<file path="config.mk">
export PLATFORM = sky130hd
export DESIGN_NAME = hid_uart_injector
export DESIGN_NICKNAME = d
export VERILOG_FILES = /design/src/rtl/hid_uart_pkg.sv /design/src/rtl/uart_rx_byte.sv /design/src/rtl/hid_uart_injector.sv
export SDC_FILE = /design/constraint.sdc
export NUM_CORES = 1
export LEC_CHECK = 0
export CAP_MARGIN = 20
export CELL_PAD_IN_SITES_DETAIL_PLACEMENT = 0
export CELL_PAD_IN_SITES_GLOBAL_PLACEMENT = 2
export CORE_UTILIZATION = 35
export CTS_CLUSTER_DIAMETER = 150
export DETAILED_ROUTE_END_ITERATION = 6
export PLACE_DENSITY_LB_ADDON = 0.1
export SETUP_SLACK_MARGIN = 0.05
export SYNTH_ARGS = -nofsm -noshare
export SYNTH_HDL_FRONTEND = slang
export SYNTH_SLANG_ARGS = --single-unit
</file>
<file path="constraint.sdc">
create_clock -name clk -period 1.6 [get_ports clk]
set_input_delay 0.4 -clock clk [delete_from_list [all_inputs] [get_ports clk]]
set_output_delay 0.4 -clock clk [all_outputs]
set_load 0.01 [all_outputs]
</file>
<file path="src/rtl/hid_uart_pkg.sv">
// Shared type codes, packet constants and state encodings for the HID UART injector.
// HID_UART_CHECKSUM_EN adds the checksum-check parser state.
package hid_uart_pkg;

  localparam logic [1:0] TYP_NONE  = 2'd0;
  localparam logic [1:0] TYP_KBD   = 2'd1;
  localparam logic [1:0] TYP_MOUSE = 2'd2;
  localparam logic [1:0] TYP_GAME  = 2'd3;

  localparam logic [7:0] SYNC_BYTE = 8'hA5;
  localparam int unsigned PAYLOAD_LEN = 6;

  typedef enum logic [2:0] {
    PsIdle,
    PsType,
    PsPayload,
`ifdef HID_UART_CHECKSUM_EN
    PsChk,
`endif
    PsCommit
  } parser_state_e;

  typedef enum logic [1:0] {
    RxIdle,
    RxStart,
    RxData,
    RxStop
  } rx_state_e;

endpackage

</file>
<file path="src/rtl/uart_rx_byte.sv">
// 8N1 UART byte receiver: 2-FF synchroniser, mid-bit sampling, glitch-rejecting start check.
module uart_rx_byte
  import hid_uart_pkg::*;
#(
  parameter int unsigned CLKS_PER_BIT = 104
) (
  input  logic       clk,
  input  logic       resetn,
  input  logic       uart_rx,
  output logic [7:0] data,
  output logic       byte_valid,
  output logic       ferr
);

  localparam int unsigned CntW = $clog2(CLKS_PER_BIT);
  localparam logic [CntW-1:0] HalfCnt = CntW'(CLKS_PER_BIT / 2 - 1);
  localparam logic [CntW-1:0] FullCnt = CntW'(CLKS_PER_BIT - 1);

  logic [1:0]      sync_q;
  logic            rx_s;
  rx_state_e       state_q, state_d;
  logic [CntW-1:0] cnt_q, cnt_d;
  logic [2:0]      bit_q, bit_d;
  logic [7:0]      shift_q, shift_d;
  logic            valid_d, ferr_d;

  assign rx_s = sync_q[1];
  assign data = shift_q;

  always_comb begin
    state_d = state_q;
    cnt_d   = cnt_q;
    bit_d   = bit_q;
    shift_d = shift_q;
    valid_d = 1'b0;
    ferr_d  = 1'b0;
    case (state_q)
      RxIdle: begin
        if (!rx_s) begin
          state_d = RxStart;
          cnt_d   = '0;
        end
      end
      RxStart: begin
        if (cnt_q == HalfCnt) begin
          cnt_d   = '0;
          bit_d   = '0;
          // A start bit that has gone high again by mid-bit was a glitch.
          state_d = rx_s ? RxIdle : RxData;
        end else begin
          cnt_d = cnt_q + 1'b1;
        end
      end
      RxData: begin
        if (cnt_q == FullCnt) begin
          cnt_d   = '0;
          shift_d = {rx_s, shift_q[7:1]};
          bit_d   = bit_q + 1'b1;
          if (bit_q == 3'd7) state_d = RxStop;
        end else begin
          cnt_d = cnt_q + 1'b1;
        end
      end
      RxStop: begin
        if (cnt_q == FullCnt) begin
          state_d = RxIdle;
          valid_d = rx_s;
          ferr_d  = !rx_s;
        end else begin
          cnt_d = cnt_q + 1'b1;
        end
      end
      default: state_d = RxIdle;
    endcase
  end

  always_ff @(posedge clk or negedge resetn) begin
    if (!resetn) begin
      sync_q     <= 2'b11;
      state_q    <= RxIdle;
      cnt_q      <= '0;
      bit_q      <= '0;
      shift_q    <= '0;
      byte_valid <= 1'b0;
      ferr       <= 1'b0;
    end else begin
      sync_q     <= {sync_q[0], uart_rx};
      state_q    <= state_d;
      cnt_q      <= cnt_d;
      bit_q      <= bit_d;
      shift_q    <= shift_d;
      byte_valid <= valid_d;
      ferr       <= ferr_d;
    end
  end

endmodule

</file>
<file path="src/rtl/hid_uart_injector.sv">
// Decodes framed HID reports from a UART into the usb_hid_host report interface.
// Define HID_UART_CHECKSUM_EN to require a trailing XOR checksum byte.
module hid_uart_injector
  import hid_uart_pkg::*;
#(
  parameter int unsigned CLKS_PER_BIT = 104,
  parameter int unsigned TIMEOUT_CLKS = 12000
) (
  input  logic       clk,
  input  logic       resetn,
  input  logic       uart_rx,
  output logic [1:0] typ,
  output logic       report,
  output logic [7:0] key_modifiers,
  output logic [7:0] key1,
  output logic [7:0] key2,
  output logic [7:0] key3,
  output logic [7:0] key4,
  output logic [7:0] mouse_btn,
  output logic [7:0] mouse_dx,
  output logic [7:0] mouse_dy,
  output logic       game_l,
  output logic       game_r,
  output logic       game_u,
  output logic       game_d,
  output logic       game_a,
  output logic       game_b,
  output logic       game_x,
  output logic       game_y,
  output logic       game_sel,
  output logic       game_sta,
  output logic       conerr
);

  localparam int unsigned TmoW = $clog2(TIMEOUT_CLKS + 1);
  // p5 carries nothing in any report type; it is only counted and checksummed.
  localparam int unsigned StoreLen = PAYLOAD_LEN - 1;

  logic [7:0] rx_data;
  logic       byte_valid, ferr;

  uart_rx_byte #(
    .CLKS_PER_BIT(CLKS_PER_BIT)
  ) u_rx (
    .clk       (clk),
    .resetn    (resetn),
    .uart_rx   (uart_rx),
    .data      (rx_data),
    .byte_valid(byte_valid),
    .ferr      (ferr)
  );

  parser_state_e   state_q, state_d;
  logic [2:0]      idx_q, idx_d;
  logic [1:0]      ptyp_q, ptyp_d;
  logic [TmoW-1:0] tmo_q, tmo_d;
  logic [7:0]      pl_q [StoreLen];
  logic            store, err_d;
`ifdef HID_UART_CHECKSUM_EN
  logic [7:0]      chk_q, chk_d;
`endif

  always_comb begin
    state_d = state_q;
    idx_d   = idx_q;
    ptyp_d  = ptyp_q;
    store   = 1'b0;
    err_d   = 1'b0;
`ifdef HID_UART_CHECKSUM_EN
    chk_d   = chk_q;
`endif
    if (state_q == PsIdle || byte_valid) tmo_d = '0;
    else                                 tmo_d = tmo_q + 1'b1;

    if (ferr) begin
      err_d   = 1'b1;
      state_d = PsIdle;
    end else if (byte_valid) begin
      // A byte arriving on the timeout cycle wins, so this branch sits above the timeout.
      case (state_q)
        PsIdle: if (rx_data == SYNC_BYTE) state_d = PsType;
        PsType: begin
          if (rx_data[7:2] == 6'd0 && rx_data[1:0] != TYP_NONE) begin
            ptyp_d  = rx_data[1:0];
            idx_d   = '0;
            state_d = PsPayload;
`ifdef HID_UART_CHECKSUM_EN
            chk_d   = rx_data;
`endif
          end else begin
            err_d   = 1'b1;
            state_d = PsIdle;
          end
        end
        PsPayload: begin
          store = 1'b1;
          idx_d = idx_q + 1'b1;
`ifdef HID_UART_CHECKSUM_EN
          chk_d = chk_q ^ rx_data;
          if (idx_q == 3'(PAYLOAD_LEN - 1)) state_d = PsChk;
`else
          if (idx_q == 3'(PAYLOAD_LEN - 1)) state_d = PsCommit;
`endif
        end
`ifdef HID_UART_CHECKSUM_EN
        PsChk: begin
          if (rx_data == chk_q) begin
            state_d = PsCommit;
          end else begin
            err_d   = 1'b1;
            state_d = PsIdle;
          end
        end
`endif
        default: ;
      endcase
    end else if (state_q != PsIdle && state_q != PsCommit &&
                 tmo_q == TmoW'(TIMEOUT_CLKS - 1)) begin
      err_d   = 1'b1;
      state_d = PsIdle;
    end

    if (state_q == PsCommit) state_d = PsIdle;
  end

  always_ff @(posedge clk or negedge resetn) begin
    if (!resetn) begin
      state_q <= PsIdle;
      idx_q   <= '0;
      ptyp_q  <= TYP_NONE;
      tmo_q   <= '0;
      for (int i = 0; i < StoreLen; i++) pl_q[i] <= '0;
`ifdef HID_UART_CHECKSUM_EN
      chk_q   <= '0;
`endif
      typ           <= TYP_NONE;
      report        <= 1'b0;
      conerr        <= 1'b0;
      key_modifiers <= '0;
      key1          <= '0;
      key2          <= '0;
      key3          <= '0;
      key4          <= '0;
      mouse_btn     <= '0;
      mouse_dx      <= '0;
      mouse_dy      <= '0;
      {game_y, game_x, game_b, game_a, game_d, game_u, game_r, game_l} <= '0;
      game_sel      <= 1'b0;
      game_sta      <= 1'b0;
    end else begin
      state_q <= state_d;
      idx_q   <= idx_d;
      ptyp_q  <= ptyp_d;
      tmo_q   <= tmo_d;
`ifdef HID_UART_CHECKSUM_EN
      chk_q   <= chk_d;
`endif
      for (int i = 0; i < StoreLen; i++) begin
        if (store && idx_q == 3'(i)) pl_q[i] <= rx_data;
      end
      report <= (state_q == PsCommit);
      conerr <= err_d;
      if (state_q == PsCommit) begin
        typ <= ptyp_q;
        case (ptyp_q)
          TYP_KBD: begin
            key_modifiers <= pl_q[0];
            key1          <= pl_q[1];
            key2          <= pl_q[2];
            key3          <= pl_q[3];
            key4          <= pl_q[4];
          end
          TYP_MOUSE: begin
            mouse_btn <= pl_q[0];
            mouse_dx  <= pl_q[1];
            mouse_dy  <= pl_q[2];
          end
          TYP_GAME: begin
            {game_y, game_x, game_b, game_a, game_d, game_u, game_r, game_l} <= pl_q[0];
            game_sel <= pl_q[1][0];
            game_sta <= pl_q[1][1];
          end
          default: ;
        endcase
      end
    end
  end

endmodule

</file>
==> results of run 1 <==
## area by class of cell
cell class / count / area, um2 / share of cell area [%]
inverters: 17 / 66.3 / 0.674
repair buffers: 150 / 1500 / 15.3
clock inverters: 15 / 170 / 1.73
flip-flops and latches: 163 / 4090 / 41.6
well taps: 260 / 325 / 3.31
multi-input cells: 296 / 3260 / 33.1
clock buffers: 17 / 425 / 4.33
## metal layers
layer	vias to the layer above	track usage, %
met5	-	0
met4	0	5.77
met3	18	3.53
met2	81	28.4
met1	2303	22.0
li1	2075	-
## path summary, 6_finish.rpt
path | from | endpoint | slack, ns | cells after the start
hold reg to reg | u_rx.sync_q[0] | u_rx.sync_q[1] | 0.36 | 0
setup / recovery | state_q[1] | mouse_dy[4] | -0.03 | 5
hold / removal | u_rx.sync_q[0] | u_rx.sync_q[1] | 0.36 | 0
max in group asynchronous | resetn | key_modifiers[2] | 0.59 | 3
setup reg to reg | state_q[1] | mouse_dy[4] | -0.03 | 5
min in group asynchronous | resetn | mouse_dy[6] | 0.44 | 2
## report_power, final
part / total [mW] / internal [mW] / switching [mW] / leakage [nW]
clock: 4.14 / 2.35 / 1.78 / 0.299
combinational: 0.112 / 0.0244 / 0.0873 / 2.64
sequential: 4.13 / 4.12 / 0.00309 / 2.25
## sequential cells by signal (all words and copies together), names as in the netlist, 2 cells and up, named ones only
| signal | count |
|---|---|
| pl_q | 40 |
| tmo_q | 14 |
| key1 | 8 |
| key2 | 8 |
| key3 | 8 |
| key4 | 8 |
| key_modifiers | 8 |
| mouse_btn | 8 |
| mouse_dx | 8 |
| mouse_dy | 8 |
| u_rx.data | 8 |
| u_rx.cnt_q | 7 |
| idx_q | 3 |
| u_rx.bit_q | 3 |
| ptyp_q | 2 |
| state_q | 2 |
| typ | 2 |
| u_rx.sync_q | 2 |
## cells by family (layout without fill, tap and decap cells)
family	Yosys count	after routing	synth area share, %
flip-flops	163	163	59.1
adder cells (fa/ha/maj)	13	13	2.36
buffers and inverters	38	199	2.86
AND/OR/NAND/NOR	99	100	8.16
AO/OA/AOI/OAI	42	42	4.64
XOR/XNOR	12	12	1.52
multiplexers	129	129	21.3
## per-stage QoR
step / instances / area, um2 / TNS (ns) / power (mW)
final: 918 / 9830 / -0.140 / 8.38
after global routing: 918 / 9830 / -1.44 / 8.66
after CTS: 908 / 9360 / -0.0358 / 8.49
after detailed placement: 861 / 8390 / -3.20 / 4.32
after global placement: 861 / 8390 / -1.28 / 4.32
after floorplan: 496 / 7000 / 0 / 4.21
## layout by cell type, fill, tap and decap left out, types with 8 or more instances in the layout
cell type / instances
mux2_4: 92
nand4_1: 9
inv_1: 15
buf_6: 11
buf_4: 44
clkbuf_16: 22
dfrtp_1: 158
dlygate4sd2_1: 66
clkdlybuf4s15_1: 12
nor2_1: 21
nand3_1: 8
nand2_1: 12
mux2_2: 33
## repair_timing
action / CTS / global route
hold endpoints to repair: 28 / 0
hold buffers: 1 / 0
pin swaps: 22 / 17
setup buffers: 11 / 4
cloned: 3 / 6
gates resized for setup: 149 / 88
setup endpoints to repair: 173 / 146
==> reports/metrics.yaml, run 1 <==
status: "finished with violations"
violations: "setup timing"
crit_required_ns: 1.91
clk_pin_slew_worst_paths_ns: 0.07
clk_path_buf_depth: 2
critPathTopFamily: "flip-flops"
firstDrtPassIters: 4
ys_types: 61
hold_slack_ns: 0.361
yosys-top-cells-area: "dfrtp_1 58%, mux2_2 19%, ha_1 2.4%"
insertion_delay_ns: 0.42
ys.flop_type: "dfrtp_1"
viasPerCell: 4.88
drtIter0Drc: 130
grt_overflow: 0
cp_num_buf_inv: 2
wl_met3_um: 500
post-route-min-period_ns: 1.63
synthCells: 496
fp-row-count: 50
die_area_um2: 20300
end_kind: "register"
synth_edf_count: 0
vdd_drop_max_mv: 0.698
synth_area_um2: 6900
io_pins: 81
fmax_mhz: 613
crit_slowest_cell: "dfrtp_2"
hp-class: "register to register"
synth_top_cell_by_area: "dfrtp_1"
drive_gt1_share_pct: 43.5
ys_warn_count: 0
h-tree-depth: 4
synth-async-reset-ratio_pct: 100
cts_root_buf: "clkbuf_16"
setup_viol: 8
rsz0062_at_grt: "true"
n_fill_cell: 1698
p_per_area_nw_per_um2: 852
cts_buffers: 17
start_util_pct: 36.3
cap_violations: 0
cp-start-kind: "register"
wl_per_cell_um: 18.2
p_leak_nw: 5.19
drtAntennaViolNets: 0
die_w_um: 142
yosysMostFrequentCell: "dfrtp_1"
cts_sinks: 163
grt.total_usage_pct: 17.0
first_global_vias: 4745
grt_max_degree: 45
worstMarginPinSlew_ns: 0.451
top_layer: "met4"
antenna_found_initial: 0
finClkSkew_ns: 0.00982
cp.arrival_ns: 1.94
place_ws_ns: -0.145
synth_nets: 512
num_vias: 4477
met1_length_mm: 7.94
seq_area_frac_synth_pct: 59.1
hold_viol_final: 0
io_buffers: 80
crit_fanout: 24
post-route-period-util_pct: 102
cts_tree: "yes"
ys_ff_latch: 163
fin_ws_ns: -0.0311
synth_top_area_share_pct: 58.4
num_antenna_cells: 0
finalMaxSlewViolations: 0
synth_commonest_cells: "161 x dfrtp_1, 118 x mux2_2, 24 x nor2_1"
drt-total-wl_mm: 16.7
dieHeight_um: 142
dp_hpwl_mm: 10.5
route.met2.wl_mm: 7.92
nets: 661
post-route-drc-count: 0
grt_pass1_wl_mm: 26.0
post_synth.cell_area_avg_um2: 13.9
critPathMaxStageDelay_ns: 0.47
coreArea_um2: 19000
area_growth_pct: 42.5
place_congestion: 0.754
max_slew_margin_pct: 69.9
critPathKind: "register to register"
fin_util_pct: 51.7
crit_chain: "ha_4 -> buf_6 -> nand3b_1 -> buf_12 -> mux2_2"
Power figures use the tool's default switching activity.
==> inputs of run 2 (changes only) <==
--- a/config.mk
+++ b/config.mk
@@ -10,6 +10,7 @@
 export CELL_PAD_IN_SITES_GLOBAL_PLACEMENT = 2
 export CORE_UTILIZATION = 35
 export CTS_CLUSTER_DIAMETER = 150
+export CTS_CLUSTER_SIZE = 40
 export DETAILED_ROUTE_END_ITERATION = 6
 export PLACE_DENSITY_LB_ADDON = 0.1
 export SETUP_SLACK_MARGIN = 0.05
==> results of run 2 <==
The final DEF is identical to that of run 1; final timing and power are the same.
